--- src/rtl/fb_scanout_if.sv ---
// Framebuffer read port between the scanout engine and the framebuffer BRAM.
// The scanout side drives address/enable; the memory returns the colour index.
interface fb_scanout_if #(
  parameter int ADDRW = 19
);
  logic [ADDRW-1:0] fb_addr;
  logic             fb_en;
  logic [3:0]       fb_data;

  modport master (
    output fb_addr,
    output fb_en,
    input  fb_data
  );

  modport slave (
    input  fb_addr,
    input  fb_en,
    output fb_data
  );
endinterface

--- src/rtl/fb_scanout.sv ---
// Raster-order framebuffer scanout with 16-entry palette to RGB444.
// Optional double-buffer select/handshake when FB_SWAP_EN is defined.
module fb_scanout #(
  parameter int         CORDW    = 10,
  parameter int         H_RES    = 800,
  parameter int         V_RES    = 480,
  parameter int         HALF_RES = 1,
  parameter int         ADDRW    = 19,
  parameter int         RD_LAT   = 1,
  parameter logic [11:0] BG_COLOR = 12'h000
) (
  input  logic             clk,
  input  logic             rst,
  input  logic [CORDW-1:0] sx,
  input  logic [CORDW-1:0] sy,
  input  logic             de,
  input  logic             hsync_in,
  input  logic             vsync_in,
  fb_scanout_if.master     fb,
  input  logic             pal_we,
  input  logic [3:0]       pal_addr,
  input  logic [11:0]      pal_data,
  input  logic             swap_req,
  output logic             swap_ack,
  output logic             fb_sel,
  output logic [11:0]      rgb,
  output logic             de_out,
  output logic             hsync_out,
  output logic             vsync_out
);

  localparam int DEPTH = (HALF_RES != 0) ? H_RES * V_RES / 2
                                         : H_RES * V_RES;
  localparam int NST = RD_LAT + 1;
  localparam logic [ADDRW:0]   DEPTH_W = (ADDRW+1)'(DEPTH);
  localparam logic [CORDW-1:0] V_END   = CORDW'(V_RES);

  // One spare bit lets the counter park at DEPTH without wrapping.
  logic [ADDRW:0] cnt;
  logic           phase;
  logic           synced;
  logic           act;
  logic           in_rng;
  logic [NST-1:0] de_d;
  logic [NST-1:0] hs_d;
  logic [NST-1:0] vs_d;
  logic [NST-1:0] oor_d;
  logic [11:0]    pal [16];

  // After a reset nothing is fetched until a vertical blank realigns cnt.
  assign act    = de && synced;
  assign in_rng = cnt < DEPTH_W;

  always_ff @(posedge clk) begin
    if (rst) begin
      cnt        <= '0;
      phase      <= 1'b0;
      synced     <= 1'b0;
      fb.fb_en   <= 1'b0;
      fb.fb_addr <= '0;
    end else if (act) begin
      fb.fb_en   <= in_rng;
      fb.fb_addr <= cnt[ADDRW-1:0];
      phase      <= ~phase;
      if (in_rng && ((HALF_RES == 0) || phase))
        cnt <= cnt + 1'b1;
    end else begin
      fb.fb_en <= 1'b0;
      phase    <= 1'b0;
      if (!de && (sy >= V_END)) begin
        cnt    <= '0;
        synced <= 1'b1;
      end
    end
  end

  always_ff @(posedge clk) begin
    if (rst) begin
      de_d  <= '0;
      hs_d  <= '0;
      vs_d  <= '0;
      oor_d <= '0;
    end else begin
      de_d  <= {de_d[NST-2:0], act};
      hs_d  <= {hs_d[NST-2:0], hsync_in};
      vs_d  <= {vs_d[NST-2:0], vsync_in};
      oor_d <= {oor_d[NST-2:0], act && !in_rng};
    end
  end

  always_ff @(posedge clk) begin
    if (rst) begin
      rgb       <= BG_COLOR;
      de_out    <= 1'b0;
      hsync_out <= 1'b0;
      vsync_out <= 1'b0;
    end else begin
      de_out    <= de_d[NST-1];
      hsync_out <= hs_d[NST-1];
      vsync_out <= vs_d[NST-1];
      rgb       <= (de_d[NST-1] && !oor_d[NST-1]) ? pal[fb.fb_data]
                                                  : BG_COLOR;
    end
  end

  always_ff @(posedge clk) begin
    if (rst) begin
      for (int i = 0; i < 16; i++)
        pal[i] <= {3{4'(i)}};
    end else if (pal_we) begin
      pal[pal_addr] <= pal_data;
    end
  end

`ifdef FB_SWAP_EN
  logic pend;
  logic sel_q;
  logic ack_q;
  logic at_pt;
  logic at_pt_q;
  logic take;

  assign at_pt = (sy == V_END) && (sx == '0);
  assign take  = at_pt && !at_pt_q && (pend || swap_req);

  always_ff @(posedge clk) begin
    if (rst) begin
      pend    <= 1'b0;
      sel_q   <= 1'b0;
      ack_q   <= 1'b0;
      at_pt_q <= 1'b0;
    end else begin
      at_pt_q <= at_pt;
      ack_q   <= take;
      pend    <= take ? 1'b0 : (pend || swap_req);
      if (take)
        sel_q <= ~sel_q;
    end
  end

  assign swap_ack = ack_q;
  assign fb_sel   = sel_q;
`else
  logic swap_unused;

  assign swap_unused = ^{swap_req, sx};
  assign swap_ack    = 1'b0;
  assign fb_sel      = 1'b0;
`endif

endmodule

--- src/flat_wrapper.sv ---
// flat-port wrapper written by rule: the top's interface ports become plain ports
module fb_scanout_flat 
#(
  parameter int         CORDW    = 10,
  parameter int         H_RES    = 800,
  parameter int         V_RES    = 480,
  parameter int         HALF_RES = 1,
  parameter int         ADDRW    = 19,
  parameter int         RD_LAT   = 1,
  parameter logic [11:0] BG_COLOR = 12'h000
)
  (clk, rst, sx, sy, de, hsync_in, vsync_in, pal_we, pal_addr, pal_data, swap_req, swap_ack, fb_sel, rgb, de_out, hsync_out, vsync_out, fb_fb_addr, fb_fb_en, fb_fb_data);
  fb_scanout_if #(.ADDRW(ADDRW)) fb_i ();
  input  logic clk;
  input  logic rst;
  input  logic [CORDW-1:0] sx;
  input  logic [CORDW-1:0] sy;
  input  logic de;
  input  logic hsync_in;
  input  logic vsync_in;
  input  logic pal_we;
  input  logic [3:0] pal_addr;
  input  logic [11:0] pal_data;
  input  logic swap_req;
  output logic swap_ack;
  output logic fb_sel;
  output logic [11:0] rgb;
  output logic de_out;
  output logic hsync_out;
  output logic vsync_out;
  output wire logic [$bits(fb_i.fb_addr)-1:0] fb_fb_addr;
  output wire logic [$bits(fb_i.fb_en)-1:0] fb_fb_en;
  input wire logic [$bits(fb_i.fb_data)-1:0] fb_fb_data;
  assign fb_fb_addr = fb_i.fb_addr;
  assign fb_fb_en = fb_i.fb_en;
  assign fb_i.fb_data = fb_fb_data;
  fb_scanout #(.CORDW(CORDW), .H_RES(H_RES), .V_RES(V_RES), .HALF_RES(HALF_RES), .ADDRW(ADDRW), .RD_LAT(RD_LAT), .BG_COLOR(BG_COLOR)) u_core (.clk(clk), .rst(rst), .sx(sx), .sy(sy), .de(de), .hsync_in(hsync_in), .vsync_in(vsync_in), .fb(fb_i), .pal_we(pal_we), .pal_addr(pal_addr), .pal_data(pal_data), .swap_req(swap_req), .swap_ack(swap_ack), .fb_sel(fb_sel), .rgb(rgb), .de_out(de_out), .hsync_out(hsync_out), .vsync_out(vsync_out));
endmodule
--- config.mk ---
export PLATFORM = sky130hd
export DESIGN_NAME = fb_scanout_flat
export DESIGN_NICKNAME = d
export VERILOG_FILES = /design/src/rtl/fb_scanout_if.sv /design/src/rtl/fb_scanout.sv /design/src/flat_wrapper.sv
export SDC_FILE = /design/constraint.sdc
export NUM_CORES = 1
export LEC_CHECK = 0
export CAP_MARGIN = 20
export CORE_ASPECT_RATIO = 2
export CORE_MARGIN = 2
export CORE_UTILIZATION = 58
export CTS_CLUSTER_DIAMETER = 40
export DETAILED_ROUTE_END_ITERATION = 7
export GPL_ROUTABILITY_DRIVEN = 0
export PLACE_DENSITY = 0.87
export RECOVER_POWER = 25
export SETUP_SLACK_MARGIN = 0.15
export SLEW_MARGIN = 20
export SYNTH_ARGS = -nofsm -noshare
export SYNTH_HDL_FRONTEND = slang
export SYNTH_SLANG_ARGS = --single-unit
--- constraint.sdc ---
create_clock -name clk -period 2.77 [get_ports clk]
set_clock_uncertainty 0.1 [all_clocks]
set_input_delay 0.277 -clock clk [delete_from_list [all_inputs] [get_ports clk]]
set_output_delay 0.277 -clock clk [all_outputs]
set_load 0.02 [all_outputs]
==> results_tabular.tex, run 1 <==
\begin{tabular}{lr}
\hline
Metric & Value \\
\hline
\multicolumn{2}{l}{\textbf{Synthesis}} \\
\quad Post-synthesis simple-gate area fraction & 0.168 \\
\quad Multiplexer area fraction after synthesis & 0.118 \\
\quad Area of the mapped netlist & 11200 µm² \\
\quad Xor-xnor portion of the synthesized cell area & 0 \\
\quad Compound-cell area share of the yosys netlist & 0.0486 \\
\quad Yosys cell types & 48 \\
\quad Most instantiated flip-flop cell in the synthesis netlist & sky130\_fd\_sc\_hd\_\_edfxtp\_1 \\
\quad Post-synth EDFFs & 192 \\
\quad Combinational family with the most area after synthesis & simple AND/OR/NAND/NOR gates \\
\quad Number of instances in the synthesized netlist & 825 \\
\quad Count of yosys warnings during synthesis & 0 \\
\quad Average size of a mapped cell & 13.5 µm² \\
\quad Area share of the largest cell type after synthesis & 0.516 \\
\quad Area contributors post-synth & sky130\_fd\_sc\_hd\_\_edfxtp\_1 52\%, sky130\_fd\_sc\_hd\_\_dfxtp\_1 12\%, sky130\_fd\_sc\_hd\_\_mux4\_2 9.7\% \\
\quad Share of the yosys chip area belonging to registers & 0.632 \\
\quad Synth Register Bits & 257 \\
\quad Share of synthesized cell area in full adder, half adder and majority cells & 0.00112 \\
\quad Biggest area consumer among synthesized cells & sky130\_fd\_sc\_hd\_\_edfxtp\_1 \\
\quad Async set-or-reset flop fraction in the synthesized netlist & 0 \\
\multicolumn{2}{l}{\textbf{Layout}} \\
\quad Area growth, synth to finish & 14.6\% \\
\quad Layout filler cell count & 1274 \\
\quad Leading cell types in the layout, fill and taps excluded & 192 x sky130\_fd\_sc\_hd\_\_edfxtp\_1, 86 x sky130\_fd\_sc\_hd\_\_or3\_1, 78 x sky130\_fd\_sc\_hd\_\_and2\_1, 65 x sky130\_fd\_sc\_hd\_\_dfxtp\_1, 61 x sky130\_fd\_sc\_hd\_\_clkdlybuf4s50\_1 \\
\quad Cell area after layout & 12800 µm² \\
\quad Number of antenna cells inserted & 0 \\
\quad Commonest non-fill, non-tap cell in the layout & sky130\_fd\_sc\_hd\_\_edfxtp\_1 \\
\quad Final Util & 0.680 \\
\quad Final Net Count & 927 \\
\quad Number of non-filler instances in the completed layout & 1150 \\
\quad Fraction of layout instances using a drive strength above 1 & 0.142 \\
\multicolumn{2}{l}{\textbf{Global routing}} \\
\quad Overflow left after global routing & 0 \\
\quad Pin count of the biggest net entering global routing & 49 \\
\quad Total global routing track utilization & 0.263 \\
\quad Antenna violations before repair & 0 \\
\quad Vias in the first global route & 7006 \\
\quad First-pass GRT wire length & 40.5 mm \\
\multicolumn{2}{l}{\textbf{Clocking}} \\
\quad Quantity of hold-fixing buffers added after cts & 0 \\
\quad CTS clock-pin slew for the worst setup and hold paths & 0.07 ns \\
\quad Clock sink count & 257 \\
\quad Post-CTS Resized & 0 \\
\quad Clock tree from TritonCTS & built \\
\quad Maximum level of the CTS H-tree & 1 \\
\quad Clock tree buffer depth & 3 \\
\quad Inserted Clock Buffers & 23 \\
\quad Setup Fix Bufs, Post-CTS & 0 \\
\quad Root buffer cell & sky130\_fd\_sc\_hd\_\_clkbuf\_16 \\
\quad Clock Latency Late Sink & 0.51 ns \\
\multicolumn{2}{l}{\textbf{Routing}} \\
\quad Post-detailed-route count of antenna-violating nets & 0 \\
\quad DR vias & 6968 \\
\quad Vias/cell & 6.06 \\
\quad Detailed-route DRC error count & 0 \\
\quad Drt first-iter violations & 490 \\
\quad Detailed-route wire length per cell & 22.8 µm \\
\quad Routed WL & 26.2 mm \\
\quad Iteration count of the initial detailed-routing pass & 5 \\
\multicolumn{2}{l}{\textbf{Critical path}} \\
\quad Critical Path Most Common Cell & sky130\_fd\_sc\_hd\_\_nor2\_1 \\
\quad Kind of end point of the critical path & register \\
\quad Critical path's top delay family & buffers and inverters \\
\quad Required time of the critical path & 2.92 ns \\
\quad CP max-delay cell & sky130\_fd\_sc\_hd\_\_clkbuf\_1 \\
\quad CP Cell Sequence & dlygate4sd3\_1 -> nand2b\_1 -> nor2\_1 -> nand2\_2 -> clkbuf\_1 -> nor2\_1 -> and2\_1 \\
\quad CP max FO & 27 \\
\quad Buffers \& Inverters on Critical Path & 2 \\
\quad CP Data Arrival Time & 2.47 ns \\
\quad Critical path startpoint category & primary input \\
\quad Class of the most critical setup path & primary input to register \\
\quad Slowest stage delay, CP & 0.72 ns \\
\multicolumn{2}{l}{\textbf{Hold path}} \\
\quad Worst hold path type & primary input to register \\
\multicolumn{2}{l}{\textbf{Power}} \\
\quad Fraction of power spent switching nets & 0.220 \\
\quad Power per Cell Area & 636 nW/µm² \\
\quad Largest voltage drop on the vdd net & 0.494 mV \\
\quad Clk network pwr share & 0.393 \\
\quad Sequential fraction of design power & 0.534 \\
\quad Static Leak & 4.29 nW \\
\quad Int Power & 6.36 mW \\
\quad Relative contribution of combinational cells to total power & 0.073 \\
\quad Sw power & 1.79 mW \\
\multicolumn{2}{l}{\textbf{Flow run}} \\
\quad Max-cap violations & 0 \\
\multicolumn{2}{l}{\textbf{Floorplan}} \\
\quad Standard cell core area & 18800 µm² \\
\quad Y dimension of the die & 200 µm \\
\quad Die width & 102 µm \\
\quad Starting density of the core & 0.593 \\
\quad Area of the die & 20500 µm² \\
\quad Row count & 71 \\
\quad I/O Pins & 84 \\
\multicolumn{2}{l}{\textbf{STA}} \\
\quad Number of endpoints with negative hold slack in the final report & 0 \\
\quad Number of pins with negative max-slew slack in the final report & 0 \\
\quad Rel. slew slack & 0.363 \\
\quad Fmax & 430 MHz \\
\quad Setup TNS after final layout & 0 ns \\
\quad Ratio of final minimum period to clock period & 0.839 \\
\quad Slew of the pin with the lowest slew margin & 0.955 ns \\
\quad RSZ-0062 raised after global routing & no \\
\quad Setup violations, final & 0 \\
\quad Final period demand of the worst path & 2.32 ns \\
\multicolumn{2}{l}{\textbf{Placed design}} \\
\quad Detailed placer's ending HPWL & 18.2 mm \\
\quad Instance area after placement & 12100 µm² \\
\quad Instance count after placement with tap cells included & 1109 \\
\quad Count of input and output buffers & 65 \\
\multicolumn{2}{l}{\textbf{Run status}} \\
\quad Run status & completed \\
\hline
\end{tabular}
## worst register-to-register path: stages (launching register included)
cell                       delay [ns]
sky130_fd_sc_hd__dfxtp_1         0.47
sky130_fd_sc_hd__a311o_1         0.31
sky130_fd_sc_hd__a31oi_4         0.26
sky130_fd_sc_hd__a211oi_4        0.72
sky130_fd_sc_hd__o21ai_0         0.24
sky130_fd_sc_hd__o31ai_1         0.10
## registers in the layout, indices dropped and copies added (netlist names)
register / cells
u_core.cnt: 20
u_core.de_d: 2
u_core.de_out: 1
u_core.fb.fb_addr: 19
u_core.fb.fb_en: 1
u_core.hs_d: 2
u_core.hsync_out: 1
u_core.oor_d: 2
u_core.pal: 192
u_core.phase: 1
u_core.rgb: 12
u_core.synced: 1
u_core.vs_d: 2
u_core.vsync_out: 1
## cell type report
type | count | area [µm²] | share of cell area
sequential | 257 | 7070 | 0.552
multi-input combinational | 494 | 3740 | 0.292
timing repair buffer | 98 | 891 | 0.0696
clock buffer | 30 | 674 | 0.0527
tap | 255 | 319 | 0.0249
clock inverter | 11 | 92.6 | 0.00723
inverter | 5 | 18.8 | 0.00147
## stage by stage
stage / total power [mW] / setup slack, ns / hold WS, ns
global placement: 4.99 / 0.447 / 0.307
finish: 8.15 / 0.447 / 0.217
CTS: 8.20 / 0.567 / 0.200
detailed placement: 5.03 / 0.367 / 0.312
floorplan: 4.77 / 0.235 / 0.285
global route: 8.38 / 0.293 / 0.212
## cell usage after synthesis (2+ instances only)
master and n:
sky130_fd_sc_hd__o31ai_1 7, sky130_fd_sc_hd__a31oi_1 8, sky130_fd_sc_hd__nor2b_1 8, sky130_fd_sc_hd__mux4_2 48, sky130_fd_sc_hd__edfxtp_1 192, sky130_fd_sc_hd__o21ai_0 24
sky130_fd_sc_hd__o21ai_1 5, sky130_fd_sc_hd__nand4_1 6, sky130_fd_sc_hd__o22ai_1 13, sky130_fd_sc_hd__clkbuf_1 45, sky130_fd_sc_hd__buf_1 5, sky130_fd_sc_hd__mux2i_1 24
sky130_fd_sc_hd__or2_2 4, sky130_fd_sc_hd__buf_6 4, sky130_fd_sc_hd__and2_1 101, sky130_fd_sc_hd__dfxtp_1 65, sky130_fd_sc_hd__nand2b_1 14, sky130_fd_sc_hd__nor3_1 5
sky130_fd_sc_hd__a21oi_1 24, sky130_fd_sc_hd__and3_1 5, sky130_fd_sc_hd__nand2_2 2, sky130_fd_sc_hd__nand2_1 48, sky130_fd_sc_hd__buf_2 10, sky130_fd_sc_hd__buf_4 6
sky130_fd_sc_hd__nor2_1 31, sky130_fd_sc_hd__or3_1 86, sky130_fd_sc_hd__nand3_1 11, sky130_fd_sc_hd__inv_1 4
## power groups by stage
| stage | Sequential (mW) | Clock (mW) | Combinational [mW] |
|---|---|---|---|
| after detailed placement | 4.43 | 0 | 0.596 |
| final | 4.35 | 3.21 | 0.592 |
| after global placement | 4.42 | 0 | 0.577 |
| after floorplan | 4.41 | 0 | 0.353 |
| after CTS | 4.35 | 3.25 | 0.599 |
| after global routing | 4.36 | 3.40 | 0.620 |
## worst paths after layout
check                      from           endpoint  slack, ns  depth (start not counted)
setup / recovery            rst  u_core.pal[10][2]       0.45                          7
hold / removal         hsync_in     u_core.hs_d[0]       0.22                          2
setup reg to reg  u_core.cnt[9]      u_core.cnt[9]       0.48                          5
hold reg to reg    u_core.phase       u_core.phase       0.33                          1
## cell families (layout without fill, tap and decap cells)
kind of cell | after synthesis | count (layout)
flip-flops | 257 | 257
adder cells (fa/ha/maj) | 1 | 1
AO/OA/AOI/OAI | 89 | 89
buffers and inverters | 75 | 144
multiplexers | 72 | 72
other | 1 | 2
AND/OR/NAND/NOR | 330 | 330
## metal layers
| layer | GRT usage | share of wire |
|---|---|---|
| met2 | 0.465 | 0.54 |
| met3 | 0.0307 | 0.053 |
| met4 | 0.146 | 0.064 |
| met1 | 0.301 | 0.34 |
| met5 | 0 | 0 |
Note: power is estimated with default switching activity, not from simulation.
==> run 2: changes to the inputs <==
==> constraint.sdc (replaced) <==
create_clock -name clk -period 2.18 [get_ports clk]
set_clock_uncertainty 0.1 [all_clocks]
set_input_delay 0.218 -clock clk [delete_from_list [all_inputs] [get_ports clk]]
set_output_delay 0.218 -clock clk [all_outputs]
set_load 0.02 [all_outputs]
==> run 2 against run 1 <==
Effect of this change: highest routed layer unchanged; core utilization grew 2.5 points; clock-buffer cell count grew 6; routed wire length grew 2.0%; clock power grew 34%; cell count grew 3.8%; critical path depth shrank 1; die area is the same; combinational power grew 39%; setup slack lost 0.19 ns.
==> results_tabular.tex, run 2 (synthesis gave the netlist of run 1 again) <==
\begin{tabular}{lr}
\hline
Metric & Value \\
\hline
\multicolumn{2}{l}{\textbf{Run status}} \\
\quad Run status & completed \\
\multicolumn{2}{l}{\textbf{Placed design}} \\
\quad Worst slack at placement & -0.0506 ns \\
\quad Count of input and output buffers & 65 \\
\quad Instance count after placement with tap cells included & 1148 \\
\quad Detailed placer's ending HPWL & 18.6 mm \\
\multicolumn{2}{l}{\textbf{Clocking}} \\
\quad Clock tree buffer depth & 3 \\
\quad Setup Fix Bufs, Post-CTS & 0 \\
\quad Post-CTS Resized & 0 \\
\quad Clock tree from TritonCTS & built \\
\quad Quantity of hold-fixing buffers added after cts & 0 \\
\quad Clock sink count & 257 \\
\quad CTS clock-pin slew for the worst setup and hold paths & 0.07 ns \\
\quad Clock Latency Late Sink & 0.52 ns \\
\quad Inserted Clock Buffers & 24 \\
\quad Root buffer cell & sky130\_fd\_sc\_hd\_\_clkbuf\_16 \\
\quad Maximum level of the CTS H-tree & 1 \\
\multicolumn{2}{l}{\textbf{STA}} \\
\quad Number of endpoints with negative hold slack in the final report & 0 \\
\quad Rel. slew slack & 0.502 \\
\quad Fmax & 519 MHz \\
\quad Ratio of final minimum period to clock period & 0.884 \\
\quad Setup violations, final & 0 \\
\quad RSZ-0062 raised after global routing & no \\
\quad Post-route setup slack & 0.252 ns \\
\quad Final worst hold slack & 0.146 ns \\
\quad Final period demand of the worst path & 1.93 ns \\
\quad Number of pins with negative max-slew slack in the final report & 0 \\
\quad Slew of the pin with the lowest slew margin & 0.745 ns \\
\multicolumn{2}{l}{\textbf{Routing}} \\
\quad Detailed-route DRC error count & 0 \\
\quad Detailed-route wire length per cell & 22.4 µm \\
\quad DR vias & 7160 \\
\quad Iteration count of the initial detailed-routing pass & 5 \\
\quad Vias/cell & 6.00 \\
\quad Routed WL & 26.7 mm \\
\quad Post-detailed-route count of antenna-violating nets & 0 \\
\quad Drt first-iter violations & 494 \\
\multicolumn{2}{l}{\textbf{Critical path}} \\
\quad Required time of the critical path & 2.47 ns \\
\quad CP Data Arrival Time & 2.21 ns \\
\quad Class of the most critical setup path & register to register \\
\quad CP max FO & 17 \\
\quad Critical path startpoint category & register \\
\quad Kind of end point of the critical path & register \\
\multicolumn{2}{l}{\textbf{Layout}} \\
\quad Most flop-heavy register & u\_core.pal \\
\quad Final Net Count & 969 \\
\quad Largest registers & u\_core.pal x192, u\_core.cnt x20, u\_core.fb.fb\_addr x19 \\
\quad Number of non-filler instances in the completed layout & 1194 \\
\quad Flip-flop and latch area & 7070 µm² \\
\quad Flip-flop count of the largest register after layout & 192 \\
\quad Layout filler cell count & 1274 \\
\quad Total area of multi-input combinational cells & 3750 µm² \\
\quad Area growth, synth to finish & 18.8\% \\
\quad Fraction of layout instances using a drive strength above 1 & 0.181 \\
\quad Final Util & 0.705 \\
\quad Commonest non-fill, non-tap cell in the layout & sky130\_fd\_sc\_hd\_\_edfxtp\_1 \\
\quad Number of antenna cells inserted & 0 \\
\quad Leading cell types in the layout, fill and taps excluded & 192 x sky130\_fd\_sc\_hd\_\_edfxtp\_1, 89 x sky130\_fd\_sc\_hd\_\_and2\_1, 86 x sky130\_fd\_sc\_hd\_\_or3\_1, 65 x sky130\_fd\_sc\_hd\_\_dfxtp\_1, 62 x sky130\_fd\_sc\_hd\_\_clkdlybuf4s50\_1 \\
\multicolumn{2}{l}{\textbf{Floorplan}} \\
\quad Row count & 71 \\
\quad Die width & 102 µm \\
\quad I/O Pins & 84 \\
\quad Area of the die & 20500 µm² \\
\quad Starting density of the core & 0.593 \\
\quad Standard cell core area & 18800 µm² \\
\quad Y dimension of the die & 200 µm \\
\multicolumn{2}{l}{\textbf{Hold path}} \\
\quad Worst hold path type & primary input to register \\
\multicolumn{2}{l}{\textbf{Power}} \\
\quad Overall power & 10.6 mW \\
\quad Static Leak & 4.56 nW \\
\quad Power per Cell Area & 802 nW/µm² \\
\quad Largest voltage drop on the vdd net & 0.652 mV \\
\multicolumn{2}{l}{\textbf{Global routing}} \\
\quad First-pass GRT wire length & 41.7 mm \\
\quad Antenna violations before repair & 0 \\
\quad Total global routing track utilization & 0.272 \\
\quad Vias in the first global route & 7384 \\
\quad Overflow left after global routing & 0 \\
\quad Pin count of the biggest net entering global routing & 49 \\
\multicolumn{2}{l}{\textbf{Flow run}} \\
\quad Max-cap violations & 0 \\
\hline
\end{tabular}
## run 2: cell types whose count changed in the layout (fill, tap and decap cells not counted), sizes merged
| cell | before | now |
|---|---|---|
| clkbuf | 37 | 43 |
| clkinv | 9 | 4 |
| bufinv | 1 | 2 |
| buf | 28 | 69 |
| inv | 6 | 7 |
| dlygate4sd3 | 2 | 1 |
| clkdlybuf4s50 | 61 | 62 |
## run 2: final timing paths
path,from,end,slack [ns],cells past startpoint
max,u_core.cnt[19],u_core.cnt[15],0.25,6
min,hsync_in,u_core.hs_d[0],0.15,2
max reg2reg,u_core.cnt[19],u_core.cnt[15],0.25,6
min reg2reg,u_core.phase,u_core.phase,0.33,1
## run 2: per-stage QoR
step	TNS (ns)	area, µm²
after global routing	0	13300
after CTS	0	13300
final	0	13300
after global placement	-0.590	12500
after detailed placement	-0.906	12500
after floorplan	-7.54	11200
## run 2: critical path, stage by stage, from the launching register on
cell and delay (ns):
sky130_fd_sc_hd__dfxtp_1 0.32, sky130_fd_sc_hd__or3b_2 0.50, sky130_fd_sc_hd__a31oi_4 0.27, sky130_fd_sc_hd__a211oi_4 0.09, sky130_fd_sc_hd__buf_4 0.21, sky130_fd_sc_hd__o21ai_0 0.16, sky130_fd_sc_hd__o21ai_0 0.13
## run 2: final cells by class
| class | count | area share |
|---|---|---|
| clock inverters | 8 | 0.00961 |
| clock buffers | 36 | 0.0517 |
| flip-flops and latches | 257 | 0.532 |
| repair buffers | 139 | 0.0979 |
| well taps | 255 | 0.0240 |
| multi-input cells | 494 | 0.283 |
| inverters | 5 | 0.00141 |
## run 2: per-layer routing
metal | track usage | wire length (µm)
met1 | 0.303 | 8910
met5 | 0 | 0
met2 | 0.479 | 14400
met4 | 0.170 | 2000
met3 | 0.0314 | 1420
## run 2: where the power goes
group | leakage [nW] | switching, mW | internal, mW
registers | 2.41 | 0.0681 | 5.46
clock network | 0.392 | 1.83 | 2.46
logic | 1.76 | 0.464 | 0.355
